### src/rtl/regfile_wb_pkg.sv
// regfile_wb_pkg: shared types for the register-file writeback arbiter.
//   REG_ID_W / DATA_W / NUM_REGS : register-file geometry.
//   SEQ_MAX_W : storage width of the age tag. Tags narrower than this are kept
//               left-aligned, so an 8-bit modular compare gives the same answer
//               as a compare at the narrower width.
//   wb_entry_t : one queued write {reg_id, data, seq}.
//   src_e      : which source FIFO is popped.
//   seq_older  : modular age compare; true when a was accepted before b.
package regfile_wb_pkg;
  localparam int REG_ID_W  = 4;
  localparam int DATA_W    = 16;
  localparam int NUM_REGS  = 16;
  localparam int SEQ_MAX_W = 8;

  typedef struct packed {
    logic [REG_ID_W-1:0]  reg_id;
    logic [DATA_W-1:0]    data;
    logic [SEQ_MAX_W-1:0] seq;
  } wb_entry_t;

  typedef enum logic {SRC_A = 1'b0, SRC_B = 1'b1} src_e;

  function automatic logic seq_older(input logic [SEQ_MAX_W-1:0] a,
                                     input logic [SEQ_MAX_W-1:0] b);
    logic [SEQ_MAX_W-1:0] diff;
    diff = a - b;
    return diff[SEQ_MAX_W-1];
  endfunction
endpackage

### src/rtl/regfile_wb_arbiter_if.sv
// regfile_wb_arbiter_if: bundles the two writeback request ports and the
// register-file write port.
//   a_valid/a_ready/a_reg/a_data : port A (load return) request handshake.
//   b_valid/b_ready/b_reg/b_data : port B (ALU result) request handshake.
//   wr_en/wr_reg/wr_data         : register-file WriteReg/DstReg/DstData.
//   pending                      : per-register write-in-flight vector.
// master = requesting side, slave = arbiter.
interface regfile_wb_arbiter_if;
  import regfile_wb_pkg::*;

  logic                a_valid;
  logic                a_ready;
  logic [REG_ID_W-1:0] a_reg;
  logic [DATA_W-1:0]   a_data;
  logic                b_valid;
  logic                b_ready;
  logic [REG_ID_W-1:0] b_reg;
  logic [DATA_W-1:0]   b_data;
  logic                wr_en;
  logic [REG_ID_W-1:0] wr_reg;
  logic [DATA_W-1:0]   wr_data;
  logic [NUM_REGS-1:0] pending;

  modport master (
    output a_valid, a_reg, a_data, b_valid, b_reg, b_data,
    input  a_ready, b_ready, wr_en, wr_reg, wr_data, pending
  );

  modport slave (
    input  a_valid, a_reg, a_data, b_valid, b_reg, b_data,
    output a_ready, b_ready, wr_en, wr_reg, wr_data, pending
  );
endinterface

### src/rtl/wb_fifo.sv
// wb_fifo: DEPTH-entry circular buffer of writeback entries.
//   clk, rst_n      : clock, async active-low reset (pointers/count only).
//   push, din       : enqueue (caller guarantees not full).
//   pop             : dequeue head (caller guarantees not empty).
//   head            : oldest entry.
//   empty, count    : occupancy, from registered state.
//   ent_vld/ent_reg : per-slot valid flag and destination register, used to
//                     build the pending vector.
module wb_fifo
  import regfile_wb_pkg::*;
#(
  parameter int DEPTH = 2
) (
  input  logic                        clk,
  input  logic                        rst_n,
  input  logic                        push,
  input  wb_entry_t                   din,
  input  logic                        pop,
  output wb_entry_t                   head,
  output logic                        empty,
  output logic [$clog2(DEPTH):0]      count,
  output logic [DEPTH-1:0]            ent_vld,
  output logic [DEPTH*REG_ID_W-1:0]   ent_reg
);
  localparam int PTR_W = $clog2(DEPTH);

  wb_entry_t        mem [DEPTH];
  logic [PTR_W-1:0] wr_ptr;
  logic [PTR_W-1:0] rd_ptr;

  always_ff @(posedge clk or negedge rst_n) begin
    if (!rst_n) begin
      wr_ptr <= '0;
      rd_ptr <= '0;
      count  <= '0;
    end else begin
      if (push) wr_ptr <= wr_ptr + PTR_W'(1);
      if (pop)  rd_ptr <= rd_ptr + PTR_W'(1);
      count <= count + (PTR_W+1)'(push) - (PTR_W+1)'(pop);
    end
  end

  always_ff @(posedge clk) begin
    if (push) mem[wr_ptr] <= din;
  end

  assign head  = mem[rd_ptr];
  assign empty = (count == '0);

  // A slot is live when its distance from the read pointer is below count.
  always_comb begin
    logic [PTR_W-1:0] offset;
    offset  = '0;
    ent_vld = '0;
    ent_reg = '0;
    for (int i = 0; i < DEPTH; i++) begin
      offset     = PTR_W'(i) - rd_ptr;
      ent_vld[i] = ({1'b0, offset} < count);
      ent_reg[i*REG_ID_W +: REG_ID_W] = mem[i].reg_id;
    end
  end
endmodule

### src/rtl/regfile_wb_arbiter.sv
// regfile_wb_arbiter: shares the register-file write port between port A
// (load return) and port B (ALU result). Each port has a wb_fifo; heads drain
// one per cycle, oldest age tag first, into a registered output stage.
//   clk, rst_n : clock, async active-low reset.
//   bus        : regfile_wb_arbiter_if.slave (request ports, write port,
//                pending vector).
// Optional macro WB_BYPASS_EN: when both FIFOs are empty, a single accepted
// entry (A if both accept) loads the output stage directly on the accept edge.
module regfile_wb_arbiter
  import regfile_wb_pkg::*;
#(
  parameter int DEPTH = 2,
  parameter int SEQ_W = $clog2(2*DEPTH)+1
) (
  input  logic                        clk,
  input  logic                        rst_n,
  regfile_wb_arbiter_if.slave         bus
);
  localparam int CNT_W = $clog2(DEPTH)+1;
  localparam int SHIFT = SEQ_MAX_W - SEQ_W;

  logic                      rdy_en;
  logic [SEQ_W-1:0]          seq_cnt;
  logic [SEQ_W-1:0]          a_seq, b_seq;
  logic                      a_acc, b_acc, a_push, b_push, a_pop, b_pop;
  logic                      a_byp, b_byp, both_empty;
  logic                      a_empty, b_empty;
  logic [CNT_W-1:0]          a_cnt, b_cnt;
  logic [DEPTH-1:0]          a_vld, b_vld;
  logic [DEPTH*REG_ID_W-1:0] a_regs, b_regs;
  wb_entry_t                 a_din, b_din, a_head, b_head;
  src_e                      pop_src;

  logic                      wb_vld_p0;
  logic [REG_ID_W-1:0]       wb_reg_p0;
  logic [DATA_W-1:0]         wb_data_p0;
  logic                      wr_en_p1;
  logic [REG_ID_W-1:0]       wr_reg_p1;
  logic [DATA_W-1:0]         wr_data_p1;
  logic [NUM_REGS-1:0]       pend;

  // ---- accept stage: handshake, age tagging, bypass decision ----
  assign bus.a_ready = rdy_en && (a_cnt != CNT_W'(DEPTH));
  assign bus.b_ready = rdy_en && (b_cnt != CNT_W'(DEPTH));
  assign a_acc       = bus.a_valid & bus.a_ready;
  assign b_acc       = bus.b_valid & bus.b_ready;
  assign both_empty  = a_empty & b_empty;

  assign a_seq = seq_cnt;
  assign b_seq = seq_cnt + SEQ_W'(a_acc);

  always_comb begin
    a_din        = '0;
    a_din.reg_id = bus.a_reg;
    a_din.data   = bus.a_data;
    a_din.seq    = SEQ_MAX_W'(a_seq) << SHIFT;
    b_din        = '0;
    b_din.reg_id = bus.b_reg;
    b_din.data   = bus.b_data;
    b_din.seq    = SEQ_MAX_W'(b_seq) << SHIFT;
  end

`ifdef WB_BYPASS_EN
  assign a_byp = both_empty & a_acc;
  assign b_byp = both_empty & b_acc & ~a_acc;
`else
  assign a_byp = 1'b0;
  assign b_byp = 1'b0;
`endif

  assign a_push = a_acc & ~a_byp;
  assign b_push = b_acc & ~b_byp;

  always_ff @(posedge clk or negedge rst_n) begin
    if (!rst_n) begin
      rdy_en  <= 1'b0;
      seq_cnt <= '0;
    end else begin
      rdy_en  <= 1'b1;
      seq_cnt <= seq_cnt + SEQ_W'(a_acc) + SEQ_W'(b_acc);
    end
  end

  wb_fifo #(.DEPTH(DEPTH)) u_fifo_a (
    .clk(clk), .rst_n(rst_n), .push(a_push), .din(a_din), .pop(a_pop),
    .head(a_head), .empty(a_empty), .count(a_cnt),
    .ent_vld(a_vld), .ent_reg(a_regs)
  );

  wb_fifo #(.DEPTH(DEPTH)) u_fifo_b (
    .clk(clk), .rst_n(rst_n), .push(b_push), .din(b_din), .pop(b_pop),
    .head(b_head), .empty(b_empty), .count(b_cnt),
    .ent_vld(b_vld), .ent_reg(b_regs)
  );

  // ---- arbitration stage: pick the older head, select output entry ----
  always_comb begin
    pop_src = SRC_A;
    if (!b_empty && (a_empty || seq_older(b_head.seq, a_head.seq)))
      pop_src = SRC_B;
  end

  assign a_pop = ~a_empty & (pop_src == SRC_A);
  assign b_pop = ~b_empty & (pop_src == SRC_B);

  always_comb begin
    wb_vld_p0  = 1'b1;
    wb_reg_p0  = a_head.reg_id;
    wb_data_p0 = a_head.data;
    if (a_byp) begin
      wb_reg_p0  = bus.a_reg;
      wb_data_p0 = bus.a_data;
    end else if (b_byp) begin
      wb_reg_p0  = bus.b_reg;
      wb_data_p0 = bus.b_data;
    end else if (a_pop) begin
      wb_reg_p0  = a_head.reg_id;
      wb_data_p0 = a_head.data;
    end else if (b_pop) begin
      wb_reg_p0  = b_head.reg_id;
      wb_data_p0 = b_head.data;
    end else begin
      wb_vld_p0  = 1'b0;
    end
  end

  // ---- output stage: register-file write port ----
  always_ff @(posedge clk or negedge rst_n) begin
    if (!rst_n) begin
      wr_en_p1   <= 1'b0;
      wr_reg_p1  <= '0;
      wr_data_p1 <= '0;
    end else begin
      wr_en_p1 <= wb_vld_p0 && (wb_reg_p0 != '0);
      if (wb_vld_p0) begin
        wr_reg_p1  <= wb_reg_p0;
        wr_data_p1 <= wb_data_p0;
      end
    end
  end

  assign bus.wr_en   = wr_en_p1;
  assign bus.wr_reg  = wr_reg_p1;
  assign bus.wr_data = wr_data_p1;

  always_comb begin
    pend = '0;
    for (int i = 0; i < DEPTH; i++) begin
      if (a_vld[i]) pend[a_regs[i*REG_ID_W +: REG_ID_W]] = 1'b1;
      if (b_vld[i]) pend[b_regs[i*REG_ID_W +: REG_ID_W]] = 1'b1;
    end
    if (wr_en_p1) pend[wr_reg_p1] = 1'b1;
    pend[0] = 1'b0;
  end

  assign bus.pending = pend;
endmodule

### src/flat_wrapper.sv
// flat-port wrapper written by rule: the top's interface ports become plain ports
module regfile_wb_arbiter_flat import regfile_wb_pkg::*;
#(
  parameter int DEPTH = 2,
  parameter int SEQ_W = $clog2(2*DEPTH)+1
)
  (clk, rst_n, bus_a_valid, bus_a_reg, bus_a_data, bus_b_valid, bus_b_reg, bus_b_data, bus_a_ready, bus_b_ready, bus_wr_en, bus_wr_reg, bus_wr_data, bus_pending);
  regfile_wb_arbiter_if bus_i ();
  input  logic clk;
  input  logic rst_n;
  input wire logic [$bits(bus_i.a_valid)-1:0] bus_a_valid;
  input wire logic [$bits(bus_i.a_reg)-1:0] bus_a_reg;
  input wire logic [$bits(bus_i.a_data)-1:0] bus_a_data;
  input wire logic [$bits(bus_i.b_valid)-1:0] bus_b_valid;
  input wire logic [$bits(bus_i.b_reg)-1:0] bus_b_reg;
  input wire logic [$bits(bus_i.b_data)-1:0] bus_b_data;
  output wire logic [$bits(bus_i.a_ready)-1:0] bus_a_ready;
  output wire logic [$bits(bus_i.b_ready)-1:0] bus_b_ready;
  output wire logic [$bits(bus_i.wr_en)-1:0] bus_wr_en;
  output wire logic [$bits(bus_i.wr_reg)-1:0] bus_wr_reg;
  output wire logic [$bits(bus_i.wr_data)-1:0] bus_wr_data;
  output wire logic [$bits(bus_i.pending)-1:0] bus_pending;
  assign bus_i.a_valid = bus_a_valid;
  assign bus_i.a_reg = bus_a_reg;
  assign bus_i.a_data = bus_a_data;
  assign bus_i.b_valid = bus_b_valid;
  assign bus_i.b_reg = bus_b_reg;
  assign bus_i.b_data = bus_b_data;
  assign bus_a_ready = bus_i.a_ready;
  assign bus_b_ready = bus_i.b_ready;
  assign bus_wr_en = bus_i.wr_en;
  assign bus_wr_reg = bus_i.wr_reg;
  assign bus_wr_data = bus_i.wr_data;
  assign bus_pending = bus_i.pending;
  regfile_wb_arbiter #(.DEPTH(DEPTH), .SEQ_W(SEQ_W)) u_core (.clk(clk), .rst_n(rst_n), .bus(bus_i));
endmodule
### config.mk
export PLATFORM = sky130hd
export DESIGN_NAME = regfile_wb_arbiter_flat
export DESIGN_NICKNAME = d
export VERILOG_FILES = /design/src/rtl/regfile_wb_pkg.sv /design/src/rtl/regfile_wb_arbiter_if.sv /design/src/rtl/wb_fifo.sv /design/src/rtl/regfile_wb_arbiter.sv /design/src/flat_wrapper.sv
export SDC_FILE = /design/constraint.sdc
export NUM_CORES = 1
export LEC_CHECK = 0
export ABC_AREA = 1
export CAP_MARGIN = 20
export CORE_UTILIZATION = 54
export DETAILED_ROUTE_END_ITERATION = 16
export HOLD_SLACK_MARGIN = 0.02
export PLACE_DENSITY = 0.78
export SETUP_SLACK_MARGIN = 0.5
export SYNTH_ARGS = -nofsm -noshare
export SYNTH_HDL_FRONTEND = slang
export SYNTH_SLANG_ARGS = --single-unit
### constraint.sdc
create_clock -name clk -period 3.75 [get_ports clk]
set_input_delay 0.9375 -clock clk [delete_from_list [all_inputs] [get_ports clk]]
set_output_delay 0.9375 -clock clk [all_outputs]
set_load 0.02 [all_outputs]
# Word-level counts from Yosys, hierarchy flattened
# Memory sizes are Yosys's and may differ from the RTL's.
# Cells that the tools add are included.
# word_totals
output_inout_bits	39
reg_bits	33
n_memories	2
word_cells	95
ramBits	92
input_bits	44
# memory_table
memory	words	word_bits	rd	rd_clocked_by_memory_dff	write_ports	line_no	text
u_core.u_fifo_a.mem	2	23	3	0	1	wb_fifo.sv:27	wb_entry_t mem [DEPTH];
u_core.u_fifo_b.mem	2	23	3	0	1	wb_fifo.sv:27	
# classes
bitwise_logic	11
magnitude_cmp	14
n_addsub	15
n_eq_ne	2
n_reduce_logical	14
mux	26
# ops
op	n
two-way mux 16 bit	7
bitwise OR 16 bit	4
less-than comparator 4 x 5 -> 1 bit, second input constant	5
demux 1 bit (select 4 bit)	5
>= comparator 4 x 1 -> 1 bit, second input constant	5
two-way mux 1 bit	12
logical AND 1 bit	9
less-than comparator 1 x 2 -> 1 bit	4
two-way mux 4 bit	2
subtractor 8 bit	1
adder 3 x 1 -> 3 bit	2
adder 1 bit, second input constant	4
adder 2 x 1 -> 2 bit	2
AND 1 bit	4
zero test 2 bit	2
!= test 2 bit, second input constant	2
nonzero test 4 bit	1
subtractor 1 bit, first input constant	4
subtractor 2 x 1 -> 2 bit	2
inverter 1 bit	3
zero test 1 bit	1
logical OR 1 bit	1

# Depth between registers and ports, before layout
# An unclocked memory read counts as a cell.
# depth
ltp_word	14
mapped_depth	18
depth_no_buf	15

# Modules after synthesis
# Synthesis repeated with hierarchy kept, for this count alone.
# unflattened
cells_unflattened	694
hier_area_um2	6775.2
# by_module_without_submodules
module	seq_area_each_um2	area_each_um2	n_inst	cells_per_inst
wb_fifo	1781.7	2311.0	2	181
regfile_wb_arbiter	625.6	2153.3	1	332

# Worst setup path before layout
# Ideal clock, no wire load.
# synth_path
kind	flip-flop to flip-flop
from	register u_core.u_fifo_a.rd_ptr
to	register u_core.u_fifo_b.count[1]
stages_incl_launch_ff	18
setup_ns	0.129
path_slack_ns	0.819
n_path_buf	4
arrival_ns	2.802
synth_period_minus_slack_ns	2.931
required_time_ns	3.621
path_cell_list	dfrtp_1 buf_4 clkbuf_1 clkbuf_1 mux2i_1 ha_1 nand2_1 nand2_1 nand2_2 nand3_4 nand2_4 inv_4 buf_6 ha_1 inv_1 ha_1 xnor2_1 xor2_1
# synth_via
elab_chain_cells	7
# synth_rtl
element	line_no	text
from (decl)	wb_fifo.sv:29	logic [PTR_W-1:0] rd_ptr;
from (signal assigned)	wb_fifo.sv:38	if (pop) rd_ptr <= rd_ptr + PTR_W'(1);
memory read (2 x 23 bit)	-	
subtractor 8 bit	regfile_wb_pkg.sv:26	diff = a - b;
logical OR 1 bit	regfile_wb_arbiter.sv:99	if (!b_empty && (a_empty || seq_older(b_head.seq, a_head.seq)))
logical AND 1 bit	regfile_wb_arbiter.sv:99	
two-way mux 1 bit	regfile_wb_arbiter.sv:99	
AND 1 bit	regfile_wb_arbiter.sv:104	assign b_pop = ~b_empty & (pop_src == SRC_B);
named net u_core.b_pop	regfile_wb_arbiter.sv:25	logic a_acc, b_acc, a_push, b_push, a_pop, b_pop;
subtractor 2 x 1 -> 2 bit	wb_fifo.sv:39	count <= count + (PTR_W+1)'(push) - (PTR_W+1)'(pop);
to (signal assigned)	wb_fifo.sv:39	
to (decl)	wb_fifo.sv:21	output logic [$clog2(DEPTH):0] count,
# The timed path passes the listed nets, and every way through them passes these cells.
# A chain may end at the register's enable or synchronous reset.

# Worst setup path after layout
# layout_path
from	register u_core.u_fifo_a.rd_ptr
to	output bus_pending[5]
# layout_via
elab_chain_cells	11
elab_cells_between_ends	13
classes_between	2 x add/sub; 2 x order compare; 5 x mux; 4 x bitwise
# layout_rtl
element	line_no	text
subtractor 1 bit	wb_fifo.sv:57	offset = PTR_W'(i) - rd_ptr;
less-than comparator 1 x 2 -> 1 bit	wb_fifo.sv:58	ent_vld[i] = ({1'b0, offset} < count);
two-way mux 16 bit	regfile_wb_arbiter.sv:149	if (a_vld[i]) pend[a_regs[i*REG_ID_W +: REG_ID_W]] = 1'b1;
bitwise OR 16 bit (no line)	-	
two-way mux 16 bit	regfile_wb_arbiter.sv:150	if (b_vld[i]) pend[b_regs[i*REG_ID_W +: REG_ID_W]] = 1'b1;
bitwise OR 16 bit (no line)	-	
two-way mux 16 bit *	regfile_wb_arbiter.sv:149	
bitwise OR 16 bit (no line)	-	
two-way mux 16 bit *	regfile_wb_arbiter.sv:150	
bitwise OR 16 bit (no line)	-	
two-way mux 16 bit *	regfile_wb_arbiter.sv:152	if (wr_en_p1) pend[wr_reg_p1] = 1'b1;
to (decl)	flat_wrapper.sv:22	output wire logic [$bits(bus_i.pending)-1:0] bus_pending;
# Mark *: on every way between the ends. The rest lies on a longest branch, timed or not.

==> summary.txt <==
Setup path
  • CP Launch Type: flop
  • Buf/Inv on CP: 2
  • Setup crit end kind: output pin
  • Max incr delay on CP: 0.43 ns
  • CP arrival: roughly 2.2 ns
  • Critical path class: reg2out
  • R2R Path Start: u_core.u_fifo_a.rd_ptr
  • Critical-path top delay cell: dfrtp_2
  • Worst EP required: ~2.8 ns
  • Crit Path Max Fanout: 9
  • Critical path's top delay family: compound AO/OA/AOI/OAI gates
  • Critical-path cell list: inv_1 -> a21oi_4 -> nor2_1 -> a32o_1 -> a31oi_1 -> nand3_1 -> dlygate4sd2_1
  • Crit path from: u_core.u_fifo_a.rd_ptr

Drt
  • DRT iter0 DRCs: 362
  • Vias/cell: approximately 5.7
  • Wire length per cell: 19.21 microns
  • Antenna viol nets, final: 0
  • Drc violations: 0
  • Total wire length: about 16 mm
  • First drt pass iteration count: 5
  • Routed via count: roughly 4600

Synthesis
  • Ys Warns: 0
  • Syn Inst Count: roughly 570
  • Sequential area share after synthesis: 0.6277
  • Synthesized Nets: 619
  • Yosys top cell by area: edfxtp_1
  • EDFF count, synth: 92
  • FFs w/ async S/R, synth: 0.2640
  • Top cell type's share of synthesized area: 0.4833
  • Dominant cells by area after synthesis: edfxtp_1 (48%), dfrtp_1 (14%), nand2_1 (11%)
  • Yosys reg bits: 125
  • Cell Area, Synth: approximately 0.0057 sq mm
  • Syn avg cell area: a little over 10 sq um
  • Most used DFF post-synth: edfxtp_1
  • Synth cell types: 37

Cells and area
  • Fillers: ~760
  • Antenna Cells: 0
  • P&R area growth vs syn: 27.75%
  • Nets@finish: approximately 710
  • Commonest non-fill, non-tap cell in the layout: nand2_1
  • Fin cells: between 800 and 900
  • Most frequent cells in the layout: nand2_1 (173), edfxtp_1 (92), nand3_1 (68)
  • Share of cells above drive strength 1: 0.1101

Clocking
  • H-tree depth: 4
  • CTS tree: done
  • Worst skew pair latency: 0.51 ns
  • Clock transition at path regs: 0.06 ns
  • Clk root buf: clkbuf_8
  • CTS sink cnt: between 100 and 150
  • CTS Buffer Depth: 2
  • Num CTS Buffers: 17

STA
  • Worst Max-Slew Pin Slew: roughly 0.81 ns
  • Setup WS post-layout: 0.5722 ns
  • Final hold violations: 0
  • Slew margin rel.: 0.4581
  • Fmax: about 310 MHz
  • Slew Viols, Final: 0
  • RSZ-0062 raised after global routing: yes
  • Final setup fails: 0
  • Min cycle time layout: approximately 3.2 ns
  • Setup Skew: 0.01180 ns
  • Final period util: 0.8474
  • Setup TNS: 0 ns

Power
  • PwrDens: approximately 900 mW/mm^2
  • VDD IR-drop max: around 0.49 mV
  • Overall Power: around 6.6 mW
  • P_leak: between 3 and 4 nW

Global route
  • Number of global-route vias before repair: roughly 4600
  • Total GRT Usage: 0.2972
  • First-pass GRT wire length: ~24 mm
  • Gr ovfl total: 0
  • Largest net degree at the start of global routing: 34
  • Antenna violations before repair: 0

Outcome
  • Status: complete, no violations

Job
  • Max Cap Violations: 0

Floorplanning
  • # rows: 37
  • Die area: roughly 0.011 sq mm
  • Die width: about 100 microns
  • Starting density of the core: 0.5562
  • IO Count: 83
  • Core box area: 0.01028 sq mm
  • Die span in y: ~100 microns

Placement
  • DP Cell Count: a little under 800
  • DP Wirelength: approximately 10 mm
  • Pre-CTS setup slack: ~0.43 ns
  • GPL Wtd Cong: ~0.99
  • Count of input and output buffers: between 80 and 90

Min path
  • Worst Hold Class: reg2reg
  • Min-delay src: u_core.bus.wr_data[15]
## where the power goes
part	internal, mW	total (mW)	switching, mW
Sequential	1.87	2.09	0.219
Combinational	0.985	2.83	1.85
Clock	1.05	1.68	0.635
Total	3.90	6.60	2.70
## synthesized netlist by cell type (4+ instances only)
master    instances
xor2_1            7
nand3_1          69
a21oi_1           6
a31oi_1          10
o21ai_0          15
nand2_1         173
dfrtp_1          33
buf_4             4
buf_2             4
nor2_1           36
o211ai_1          4
inv_1            50
edfxtp_1         92
o311ai_0          4
o31ai_1           6
clkbuf_1          6
ha_1              9
## path summary, 6_finish.rpt
path / end / slack, ns / depth (start not counted)
setup / recovery: bus_pending[5] / 0.57 / 7
hold / removal: u_core.bus.wr_data[15] / 0.48 / 2
setup reg to reg: u_core.u_fifo_b.count[1] / 0.72 / 14
hold reg to reg: u_core.bus.wr_data[15] / 0.48 / 2
max in group asynchronous: u_core.u_fifo_a.rd_ptr / 2.67 / 1
min in group asynchronous: u_core.a_seq[1] / 0.51 / 1
## cell type report
class | instances | area [sq um] | share of cell area
Clock buffer | 19 | 431.7 | 0.05911
Clock inverter | 13 | 173.9 | 0.02381
Inverter | 52 | 197.7 | 0.02707
Multi-Input combinational cell | 370 | 1882 | 0.2577
Sequential cell | 125 | 3590 | 0.4915
Tap cell | 136 | 170.2 | 0.02330
Timing Repair Buffer | 93 | 858.3 | 0.1175
## kinds of logic after synthesis
logic type	share of synthesized area
simple gates	0.2158
buf+inv	0.05318
other cells	0.001314
mux	0.001751
flops	0.6277
xor+xnor	0.01532
compound gates	0.06522
fa+ha+maj	0.01970
## worst reg2reg max path, cell delays in order, from the launching register on
cell and delay [ns]:
dfrtp_2 0.43, buf_4 0.30, mux2i_1 0.27, ha_1 0.27, nand2_1 0.11, nand2_1 0.07, nand2_2 0.08, nand3_4 0.10
nand2_4 0.28, inv_4 0.19, ha_1 0.33, inv_1 0.04, ha_1 0.18, xnor2_1 0.16, xor2_1 0.16
## routing by layer
layer / share of wire / global-route usage
met1: 0.41 / 0.3833
met2: 0.50 / 0.4891
met3: 0.060 / 0.04679
met4: 0.031 / 0.1519
met5: 0 / 0
## stage by stage
stage	util	hold slack, ns	area, sq um
after floorplan	-	0.4461	5717
after global placement	0.6499	0.4634	6679
after detailed placement	0.6499	0.4647	6679
after CTS	0.7110	0.4795	7307
after global routing	0.7106	0.4964	7303
final	0.7106	0.4777	7303
## timing repair
item | 4_1_cts | 5_1_grt
endpoints found under the hold margin | 0 | 0
setup buffers | 0 | 1
hold buffers | 0 | 0
gates resized for setup | 25 | 21
pin swaps | 0 | 0
setup endpoints to repair | 15 | 9
Power figures use the tool's default switching activity.
